==> src/rtl/fetch_unit.sv <==
// Instruction-fetch stage: owns the PC, captures memory data into a small queue
// and hands {inst, pc} pairs to decode over valid/ready. Redirects flush and reload.
module fetch_unit #(
  parameter int unsigned         PC_WIDTH = 64,
  parameter int unsigned         DEPTH    = 2,
  parameter logic [PC_WIDTH-1:0] RESET_PC = '0
) (
  input  logic                clock,
  input  logic                reset,
  output logic [PC_WIDTH-1:0] pc,
  input  logic [31:0]         inst_in,
  input  logic                redirect_valid,
  input  logic [PC_WIDTH-1:0] redirect_target,
  output logic                out_valid,
  input  logic                out_ready,
  output logic [31:0]         out_inst,
  output logic [PC_WIDTH-1:0] out_pc
);

  localparam int unsigned PTR_W = $clog2(DEPTH);
  localparam int unsigned CNT_W = PTR_W + 1;

  logic [PC_WIDTH-1:0] pc_q, pc_d;
  logic [PTR_W-1:0]    rd_ptr_q, rd_ptr_d;
  logic [PTR_W-1:0]    wr_ptr_q, wr_ptr_d;
  logic [CNT_W-1:0]    count_q, count_d;
  logic [31:0]         inst_mem_q [DEPTH];
  logic [PC_WIDTH-1:0] pc_mem_q   [DEPTH];
  logic                pop_c;
  logic                push_c;

  assign pc        = pc_q;
  assign out_valid = (count_q != '0);
  assign out_inst  = inst_mem_q[rd_ptr_q];
  assign out_pc    = pc_mem_q[rd_ptr_q];

  // A full queue still accepts a new entry when the head leaves in the same cycle.
  assign pop_c  = out_valid & out_ready;
  assign push_c = ~redirect_valid & ((count_q < CNT_W'(DEPTH)) | pop_c);

  always_comb begin
    pc_d     = pc_q;
    rd_ptr_d = rd_ptr_q;
    wr_ptr_d = wr_ptr_q;
    count_d  = count_q;
    if (redirect_valid) begin
      pc_d     = redirect_target;
      rd_ptr_d = '0;
      wr_ptr_d = '0;
      count_d  = '0;
    end else begin
      if (push_c) begin
        pc_d     = pc_q + PC_WIDTH'(1);
        wr_ptr_d = wr_ptr_q + PTR_W'(1);
      end
      if (pop_c) begin
        rd_ptr_d = rd_ptr_q + PTR_W'(1);
      end
      case ({push_c, pop_c})
        2'b10:   count_d = count_q + CNT_W'(1);
        2'b01:   count_d = count_q - CNT_W'(1);
        default: count_d = count_q;
      endcase
    end
  end

  always_ff @(posedge clock) begin
    if (reset) begin
      pc_q     <= RESET_PC;
      rd_ptr_q <= '0;
      wr_ptr_q <= '0;
      count_q  <= '0;
      for (int i = 0; i < int'(DEPTH); i++) begin
        inst_mem_q[i] <= '0;
        pc_mem_q[i]   <= '0;
      end
    end else begin
      pc_q     <= pc_d;
      rd_ptr_q <= rd_ptr_d;
      wr_ptr_q <= wr_ptr_d;
      count_q  <= count_d;
      if (push_c) begin
        inst_mem_q[wr_ptr_q] <= inst_in;
        pc_mem_q[wr_ptr_q]   <= pc_q;
      end
    end
  end

endmodule

==> config.mk <==
export PLATFORM = sky130hd
export DESIGN_NAME = fetch_unit
export DESIGN_NICKNAME = d
export VERILOG_FILES = /design/src/rtl/fetch_unit.sv
export SDC_FILE = /design/constraint.sdc
export NUM_CORES = 1
export LEC_CHECK = 0
export BUFFER_PORTS_ARGS = -buffer_cell sky130_fd_sc_hd__buf_2
export CAP_MARGIN = 20
export CORE_MARGIN = 4
export CORE_UTILIZATION = 40
export DETAILED_ROUTE_END_ITERATION = 7
export GPL_ROUTABILITY_DRIVEN = 0
export PLACE_DENSITY = 0.7
export SLEW_MARGIN = 25
export SYNTH_ARGS = -nofsm -noshare
export SYNTH_HDL_FRONTEND = slang
export SYNTH_SLANG_ARGS = --single-unit
==> constraint.sdc <==
create_clock -name clock -period 11.4 [get_ports clock]
set_input_delay 1.71 -clock clock [delete_from_list [all_inputs] [get_ports clock]]
set_output_delay 1.71 -clock clock [all_outputs]
set_load 0.1 [all_outputs]
# [Word level (Yosys, flattened, before mapping)]
# Memories as Yosys holds them, arrays and structs flattened. A register that Yosys moved wholly into a read port is not among the register bits.
# Index checks and enable logic that the tools add are counted.
# Widths: inputs -> output; s select.
[op_classes] div=0 n_lt_le_gt_ge=1 reduce_logical=6 eq_ne=2 shift=0 bitwise_logic=4 n_addsub=5 multipliers=0 n_mux=18
[ops] op="$mux 64" count=3
[ops] op="$add 64x1->64 const B" count=1
[ops] op="$reduce_or 64->1" count=1
[ops] op="$mux 32" count=1
[ops] op="$reduce_or 32->1" count=1
[ops] op="$mux 1" count=13
[ops] op="$reduce_bool 2->1" count=3
[ops] op="$pmux 2 s2" count=1
[ops] op="$add 1x1->1 const B" count=2
[ops] op="$add 2x1->2 const B" count=1
[ops] op="$and 1x1->1" count=2
[ops] op="$eq 2x1->1 const B" count=1
[ops] op="$eq 2x2->1 const B" count=1
[ops] op="$lt 2x2->1 const B" count=1
[ops] op="$reduce_or 2->1" count=1
[ops] op="$sub 2x1->2 const B" count=1
[ops] op="$not 1->1" count=1
[ops] op="$or 1x1->1" count=1
[totals] register_bits=68 elab_cells=42 in_bits=100 latch_bits=0 out_inout_bits=161 rom_bits=0 ram_bits=192 n_memories=2
[memory_table] memory="pc_mem_q" words=2 word_bits=64 rd=1 rd_clocked_by_memory_dff=1 write_ports=2 line_no="28" source="logic [PC_WIDTH-1:0] pc_mem_q [DEPTH];"
[memory_table] memory="inst_mem_q" words=2 word_bits=32 rd=1 rd_clocked_by_memory_dff=1 write_ports=2 line_no="27" source="logic [31:0] inst_mem_q [DEPTH];"

# [Longest topological paths before layout]
# Gate-level depths: netlist (run 1).
[logic_depth] depth_word=9 mapped_depth=9 mapped_depth_nobuf=6

# [Worst setup path after synthesis (run 1)]
# Ideal clock, no wire load.
[synth_timing] kind="input to register" start="input redirect_valid" end="memory inst_mem_q[0][0] (enable)" t_required_ns=10.829 setup_time_ns=0.571 t_arrival_ns=7.104 path_slack_ns=3.726 stages=6 cell_sequence="clkbuf_1 inv_1 clkbuf_1 clkbuf_1 nand2_1 o21bai_1"
[synth_lines] element="start, declared" line_no="12" source="input logic redirect_valid,"
[synth_lines] element="end, declared" line_no="27"

==> run summary, run 1 <==
DP Wirelength - 22.7 mm
WL/cell - 20.3 um
Worst EP required - 9.69 ns
slew at the pin closest to its max-slew limit - 1.02 ns
initial core utilization - 0.411
worst-path maximum fanout - 76
setup TNS - 0 ns
final hold slack - 0.517 ns
Seq cells post-synth - 261
Post-DP Area - 13900 um^2
Syn Area/Cell - 11.7 um^2
Final Skew - 0.00936 ns
post-route cell area - 14900 um^2
Max H-tree Level - 1
post-CTS sizing - 0
clock share of power - 0.362
status - completed
yosys warns - 0
Logic pwr share - 0.201
critical path type - flip-flop to output pin
Net Count, Synth - 1154
met3 GRT Util - 0.0323
root buf cell - clkbuf_16
share of cells above drive strength 1 - 0.328
most frequent cells in the layout - buf_2, edfxtp_1, and3_1
Final setup viols - 0
Chip Height - 183 um
gr busiest metal - met2
Synth area leaders - edfxtp_1, dfxtp_1, mux2_2, and3_1, and2_1
Routed WL - 34.3 mm
PortBufs - 260
initial antenna violation count - 0
post-CTS setup buffer count - 0
worst vdd ir - 125 uV
detail-routed via count per cell - 5.56
pin count of the biggest net entering global routing - 111
GRT Overall Usage - 0.193
area delta synth->final - 21.1%
antenna-violating nets left - 0
CORE AREA - 30000 um^2
Max Cap Violations - 0
nets - 1377
1st-pass router iterations - 5
Post-synth EDFFs - 192
largest area contributor in the netlist - edfxtp_1
Flop pwr share - 0.436
CP endpoint - out_pc[50]
Cell variety after synth - 44
crit start category - flip-flop
FF-to-FF End - pc[45]$_SDFFE_PP0P_
IO Count - 261
Tightest Hold Check Type - flip-flop to flip-flop
P_leak - 6.17 nW
first-pass GRT wire length - 51.3 mm
clk sink count - 261
ys async rst share - 0
switching share of power - 0.326
RSZ-0062 raised after global routing - false
Int Pwr - 1.74 mW
n_diodes - 0
CP arrival - 2.59 ns
clk slew on worst S/H paths - 0.06 ns
CTS tree - yes
Yosys top cell area share - 0.469
vias in the first global route - 8976
die area - 33600 um^2
switching power total - 0.843 mW
Worst Setup End Kind - output pin
synthesized instance count - 1052
# rows - 63
ys flop type - edfxtp_1
Slew Limit Fails - 0
drt drc - 0
period utilisation layout - 0.377
Hold Fails Final Rpt - 0
worst r2r src - pc[14]$_SDFFE_PP0P_
CTS Hold Bufs - 0
worst skew pair latency - 0.53 ns
Remaining Overflow, GRT - 0
via count - 9380
Post-Syn Area - 12300 um^2
sequential area share after synthesis - 0.581
crit path time final - 4.30 ns
register-to-register setup slack - 8.53 ns
commonest non-fill, non-tap cell in the layout - buf_2
Die W - 183 um
Fmax - 233 MHz
maximum buffer depth of the clock tree - 3
worst r2r path cells - 5
CTS buffer count - 29
met2 Use GR - 0.310
worst relative slew slack - 0.316
met1 Usage GRT - 0.266
Power Dens Cells - 174 nW/um^2
Iter 0 DRT Violations - 656
sequential cells by signal (all words and copies together), names as in the netlist, named ones only:
register and count:
pc_mem_q 128, count_q 2, inst_mem_q 64, pc 64, wr_ptr_q 1, rd_ptr_q 1
metal layers:
metal  wire [um]  share of wire
met4        1180          0.034
met3        2510          0.073
met1       14700           0.43
met5           0              0
met2       15900           0.46
worst min-delay path by stage:
stage                            startpoint                      end  slack [ns]  cells past startpoint
floorplan           count_q[1]$_SDFFE_PP0P_  count_q[1]$_SDFFE_PP0P_        0.48                      2
global placement      rd_ptr_q$_SDFFE_PP0P_    rd_ptr_q$_SDFFE_PP0P_        0.50                      2
detailed placement  count_q[1]$_SDFFE_PP0P_  count_q[1]$_SDFFE_PP0P_        0.51                      2
CTS                 count_q[1]$_SDFFE_PP0P_  count_q[1]$_SDFFE_PP0P_        0.51                      2
global route        count_q[1]$_SDFFE_PP0P_  count_q[1]$_SDFFE_PP0P_        0.56                      2
finish              count_q[1]$_SDFFE_PP0P_  count_q[1]$_SDFFE_PP0P_        0.52                      2
Yosys cell counts (all sizes together) (3+ instances only):
cell	count
a21oi	12
nand2	42
nor3	17
nand3	35
nand4	30
o31ai	10
edfxtp	192
buf	8
or2	4
o31a	3
nor4	19
o211ai	4
and2	91
dfxtp	69
or4	16
and4	6
mux2	96
and3	103
a311oi	28
inv	10
xnor2	15
nor2	74
or3	20
clkbuf	71
a211oi	23
o21ai	19
xor2	18
cell families after synthesis:
logic type	synth area share
AND/OR/NAND/NOR	0.216
flip-flops	0.581
AO/OA/AOI/OAI	0.0614
multiplexers	0.0887
buffers and inverters	0.0276
XOR/XNOR	0.0235
adder cells (fa/ha/maj)	0.00203
layout make-up:
class                   instances  area (um^2)
fillers                      2680        15100
flip-flops and latches        261         7150
multi-input cells             702         4850
repair buffers                271         1410
clock buffers                  44          833
well taps                     390          488
clock inverters                 9          124
inverters                      10         38.8
worst max-delay path, cell delays in order (launching register included):
cell     delay [ns]
dfxtp_4        0.56
buf_6          0.64
mux2_2         0.32
buf_2          0.43
stage by stage:
step / utilization / instances / power (mW) / setup WS (ns)
after floorplan: - / 1052 / 1.56 / 3.73
after global placement: 0.464 / 1633 / 1.66 / 6.72
after detailed placement: 0.465 / 1634 / 1.67 / 6.63
after CTS: 0.497 / 1687 / 2.61 / 6.79
after global routing: 0.497 / 1687 / 2.66 / 6.98
final: 0.497 / 1687 / 2.59 / 7.10
power groups by stage:
stage	Combinational [mW]	Clock, mW	Sequential [mW]
6_report	0.521	0.936	1.13
5_1_grt	0.540	0.986	1.14
4_1_cts	0.524	0.954	1.13
3_5_place_dp	0.522	0	1.15
3_3_place_gp	0.514	0	1.15
2_1_floorplan	0.320	0	1.24
No activity file was read; power rests on OpenSTA's default activity.
==> run 2, diff against run 1 <==
Clock period 11.4 ns to 4.5 ns, I/O delays scaled along.
==> run summary, run 2 (synthesis results as in run 1) <==
IO Count - 261 (unchanged)
initial core utilization - 0.411 (unchanged)
Final Skew - 0.0165 ns (+0.00712 ns)
maximum buffer depth of the clock tree - 3 (unchanged)
first-pass GRT wire length - 52.8 mm (+3.0%)
worst vdd ir - 307 uV (+140%)
Cell Count, Final, Fillers Out - 1693 (+0.36%)
via count - 9527 (+1.6%)
FF-to-FF End - pc[45]$_SDFFE_PP0P_
Worst Setup End Kind - output pin
slowest CP cell - dfxtp_4
CP peak stage delay - 0.91 ns (+0.27 ns)
Remaining Overflow, GRT - 0 (unchanged)
Met3 Wirelength - 2.43 mm (-3.2%)
Slew Limit Fails - 0 (unchanged)
commonest non-fill, non-tap cell in the layout - buf_2
critical path type - flip-flop to output pin
Die W - 183 um (unchanged)
fillers - 2706 (+0.97%)
CTS tree - yes
CP arrival - 2.49 ns (-0.10 ns)
post-CTS sizing - 0 (unchanged)
Power Dens Cells - 437 nW/um^2 (+150%)
post-route cell area - 14900 um^2 (+0.15%)
Worst Hold Depth - 3 (+1)
initial antenna violation count - 3 (+3)
CORE AREA - 30000 um^2 (unchanged)
most frequent cells in the layout - buf_2, edfxtp_1, and3_1
Worst Hold Endpoint - pc[1]$_SDFFE_PP0P_
worst relative slew slack - 0.303 (-0.0134)
Tightest Hold Check Type - input port to flip-flop
status - completed
CTS buffer count - 30 (+3.4%)
Iter 0 DRT Violations - 731 (+11%)
crit start category - flip-flop
Reg with most FFs - pc_mem_q
setup TNS - 0 ns (unchanged)
detail-routed via count per cell - 5.63 (+1.2%)
Max H-tree Level - 1 (unchanged)
area delta synth->final - 21.3%
antenna-violating nets left - 0 (unchanged)
Routed WL - 34.7 mm (+1.4%)
nets - 1378 (+0.073%)
clk sink count - 261 (unchanged)
post-CTS setup buffer count - 0 (unchanged)
Hold Startpoint - redirect_target[1]
CTS Hold Bufs - 0 (unchanged)
Top Layer Used - met5
Post-DP Area - 13900 um^2 (+0.13%)
Placed Cells - 1634 (unchanged)
die area - 33600 um^2 (unchanged)
Worst EP required - 3.83 ns (-5.86 ns)
WL/cell - 20.5 um (+0.99%)
Fmax - 316 MHz
slew at the pin closest to its max-slew limit - 1.04 ns (+0.0200 ns)
drt drc - 0 (unchanged)
GRT Overall Usage - 0.198 (+0.00502)
1st-pass router iterations - 5 (unchanged)
DP Wirelength - 23.0 mm (+1.2%)
clk slew on worst S/H paths - 0.07 ns (about the same)
PortBufs - 260 (unchanged)
root buf cell - clkbuf_16
register-to-register setup slack - 1.56 ns (-6.97 ns)
pin count of the biggest net entering global routing - 111 (unchanged)
worst r2r src - pc[2]$_SDFFE_PP0P_
worst-path maximum fanout - 56 (-26%)
Chip Height - 183 um (unchanged)
Final setup viols - 0 (unchanged)
share of cells above drive strength 1 - 0.329 (+0.00155)
Max Cap Violations - 0 (unchanged)
# rows - 63 (unchanged)
max FFs per register - 128 (unchanged)
Hold Fails Final Rpt - 0 (unchanged)
vias in the first global route - 9171 (+2.2%)
RSZ-0062 raised after global routing - false
worst skew pair latency - 0.55 ns (+0.02 ns)
Critical Path, Cell by Cell - buf_12, mux2_2, buf_2
P_leak - 6.17 nW (about the same)
met2 layer wire length in the routed design - 16.4 mm (+3.0%)
period utilisation layout - 0.704
final hold slack - 0.369 ns (-0.148 ns)
crit path time final - 3.17 ns
wire length on met1 - 15.0 mm (+2.0%)
worst r2r path cells - 5 (unchanged)
-- run 2: cell count changes in the layout (fill, tap and decap cells not counted), sizes merged --
cell      before  now
clkinvlp       0    2
diode          0    3
clkinv         7   14
bufinv         3    1
clkbuf        44   40
-- run 2: worst max-delay path: cells and delay by family, from the launching register on --
family,cells,cell delay [ns]
multiplexers,1,0.39
buffers and inverters,2,0.64
flip-flops,1,0.91
-- run 2: how the worst max path moves through the flow --
stage                        start                         endpoint  cells after the start
finish                   flip-flop                       out_pc[57]                      3
global route             flip-flop                       out_pc[59]                      3
CTS                      flip-flop                       out_pc[57]                      3
detailed placement  redirect_valid  inst_mem_q[0][22]$_SDFFCE_PN0P_                      6
global placement    redirect_valid  inst_mem_q[0][20]$_SDFFCE_PN0P_                      6
floorplan                    reset   inst_mem_q[1][0]$_SDFFCE_PN0P_                      6
-- run 2: final cells by class --
class / count / area, um^2 / area share
diodes: 3 / 7.51 / 0.000503
clock buffers: 40 / 851 / 0.0570
clock inverters: 16 / 108 / 0.00721
inverters: 10 / 38.8 / 0.00260
multi-input cells: 702 / 4850 / 0.325
flip-flops and latches: 261 / 7150 / 0.480
well taps: 390 / 488 / 0.0327
repair buffers: 271 / 1430 / 0.0955
-- run 2: where the power goes --
group | internal (mW) | switching [mW] | total [mW]
clock network | 1.38 | 0.968 | 2.35
registers | 2.74 | 0.127 | 2.86
logic | 0.236 | 1.08 | 1.32
total | 4.35 | 2.17 | 6.52
-- run 2: through the flow --
stage | worst slack [ns] | power (mW) | utilization
2_1_floorplan | 0.226 | 3.95 | -
3_3_place_gp | 1.28 | 4.22 | 0.465
3_5_place_dp | 1.17 | 4.23 | 0.466
4_1_cts | 1.27 | 6.57 | 0.498
5_1_grt | 1.22 | 6.74 | 0.498
6_report | 1.33 | 6.52 | 0.498
-- run 2: per-layer routing --
layer | up-vias | GRT usage
met5 | - | 0
met4 | 4 | 0.0521
met3 | 61 | 0.0329
met2 | 354 | 0.317
met1 | 4689 | 0.280
li1 | 4419 | -
==> run 3, diff against run 2 <==
Clock period 4.5 ns to 3 ns, I/O delays scaled along.
==> run summary, run 3 (synthesis results as in run 1) <==
status - completed
post-CTS sizing - 0 (unchanged)
area delta synth->final - 22.0%
CTS tree - yes
n_diodes - 0 (-3)
IO Count - 261 (unchanged)
P_leak - 6.24 nW (+1.1%)
pin count of the biggest net entering global routing - 99 (-11%)
RSZ-0062 raised after global routing - false
worst r2r path cells - 6 (+1)
antenna-violating nets left - 0 (unchanged)
CTS Hold Bufs - 0 (unchanged)
WL/cell - 21.2 um (+3.3%)
maximum buffer depth of the clock tree - 3 (unchanged)
Remaining Overflow, GRT - 0 (unchanged)
die area - 33600 um^2 (unchanged)
clk sink count - 261 (unchanged)
register area - 7150 um^2 (unchanged)
nets - 1395 (+1.2%)
root buf cell - clkbuf_16
CORE AREA - 30000 um^2 (unchanged)
Worst EP required - 2.55 ns (-1.28 ns)
initial antenna violation count - 1 (-2)
via count - 9545 (+0.19%)
vias in the first global route - 9357 (+2.0%)
post-CTS setup buffer count - 0 (unchanged)
crit path time final - 2.76 ns
detail-routed via count per cell - 5.60 (-0.52%)
GRT Overall Usage - 0.205 (+0.00770)
# rows - 63 (unchanged)
worst relative slew slack - 0.422 (+0.119)
Hold Fails Final Rpt - 0 (unchanged)
Die W - 183 um (unchanged)
slew at the pin closest to its max-slew limit - 0.867 ns (-0.169 ns)
Chip Height - 183 um (unchanged)
Power Dens Cells - 637 nW/um^2 (+46%)
worst skew pair latency - 0.54 ns (about the same)
Fmax - 362 MHz
worst vdd ir - 434 uV (+41%)
Final Skew - 0.0118 ns (-0.00463 ns)
fillers - 2716 (+0.37%)
post-route cell area - 15000 um^2 (+0.59%)
share of cells above drive strength 1 - 0.338 (+0.00841)
commonest non-fill, non-tap cell in the layout - buf_2
clk slew on worst S/H paths - 0.06 ns (about the same)
Reg with most FFs - pc_mem_q
Worst Setup End Kind - output pin
Slew Limit Fails - 0 (unchanged)
Post-DP Area - 14100 um^2 (+1.4%)
Max H-tree Level - 1 (unchanged)
Place WS - 0.430 ns (-0.741 ns)
max FFs per register - 128 (unchanged)
CP arrival - 2.31 ns (-0.18 ns)
post-layout utilization of the core - 0.501 (+0.00292)
Tightest Hold Check Type - input port to flip-flop
CTS buffer count - 28 (-6.7%)
initial core utilization - 0.411 (unchanged)
DP Wirelength - 23.8 mm (+3.7%)
drt drc - 0 (unchanged)
multi-input logic area - 4850 um^2 (unchanged)
Max Cap Violations - 0 (unchanged)
critical path type - flip-flop to output pin
setup TNS - 0 ns (unchanged)
Routed WL - 36.1 mm (+4.0%)
most frequent cells in the layout - buf_2, edfxtp_1, and3_1
Worst Hold Depth - 3 (unchanged)
final hold slack - 0.187 ns (-0.182 ns)
worst-path maximum fanout - 32 (-43%)
period utilisation layout - 0.921
crit start category - flip-flop
Iter 0 DRT Violations - 654 (-11%)
worst setup margin - 0.238 ns (-1.09 ns)
1st-pass router iterations - 4 (-1)
PortBufs - 260 (unchanged)
Final setup viols - 0 (unchanged)
first-pass GRT wire length - 54.8 mm (+3.8%)
==> run 3: power breakdown <==
part           switching (mW)  leakage [nW]  total, mW  internal, mW
Clock                    1.41         0.421       3.26          1.85
Combinational            1.65          3.21       2.02         0.371
Sequential              0.175          2.62       4.28          4.10
Total                    3.23          6.24       9.55          6.32
==> run 3: worst paths after layout <==
| check | start | endpoint | slack [ns] |
|---|---|---|---|
| worst max-delay path | flip-flop | out_pc[5] | 0.24 |
| worst min-delay path | redirect_target[21] | pc[21]$_SDFFE_PP0P_ | 0.19 |
| worst max register to register | pc[14]$_SDFFE_PP0P_ | pc[60]$_SDFFE_PP0P_ | 0.39 |
| worst min register to register | rd_ptr_q$_SDFFE_PP0P_ | flip-flop | 0.51 |
==> run 3: area by class of cell <==
class	count	share of cell area
Sequential cell	261	0.477
Multi-Input combinational cell	702	0.323
Timing Repair Buffer	290	0.108
Clock buffer	34	0.0496
Tap cell	390	0.0325
Clock inverter	18	0.00800
Inverter	10	0.00258
==> run 3: through the flow <==
step	instances	total power [mW]
finish	1705	9.55
global route	1705	9.87
floorplan	1052	5.93
detailed placement	1653	6.38
CTS	1705	9.63
global placement	1653	6.35
==> run 3: per-layer routing <==
layer  share of wire  routed length, um  track usage  vias up
met2            0.47              17100        0.339      355
met3           0.070               2530       0.0401       68
met1            0.43              15400        0.277     4678
li1                -                  -            -     4442
met4           0.031               1120       0.0611        2
met5         0.00028                 10            0        -
==> run 3: worst max-delay path: stages (launching register included) <==
cell and delay, ns:
dfxtp_4 0.72, buf_4 0.37, mux2_2 0.38, buf_2 0.29
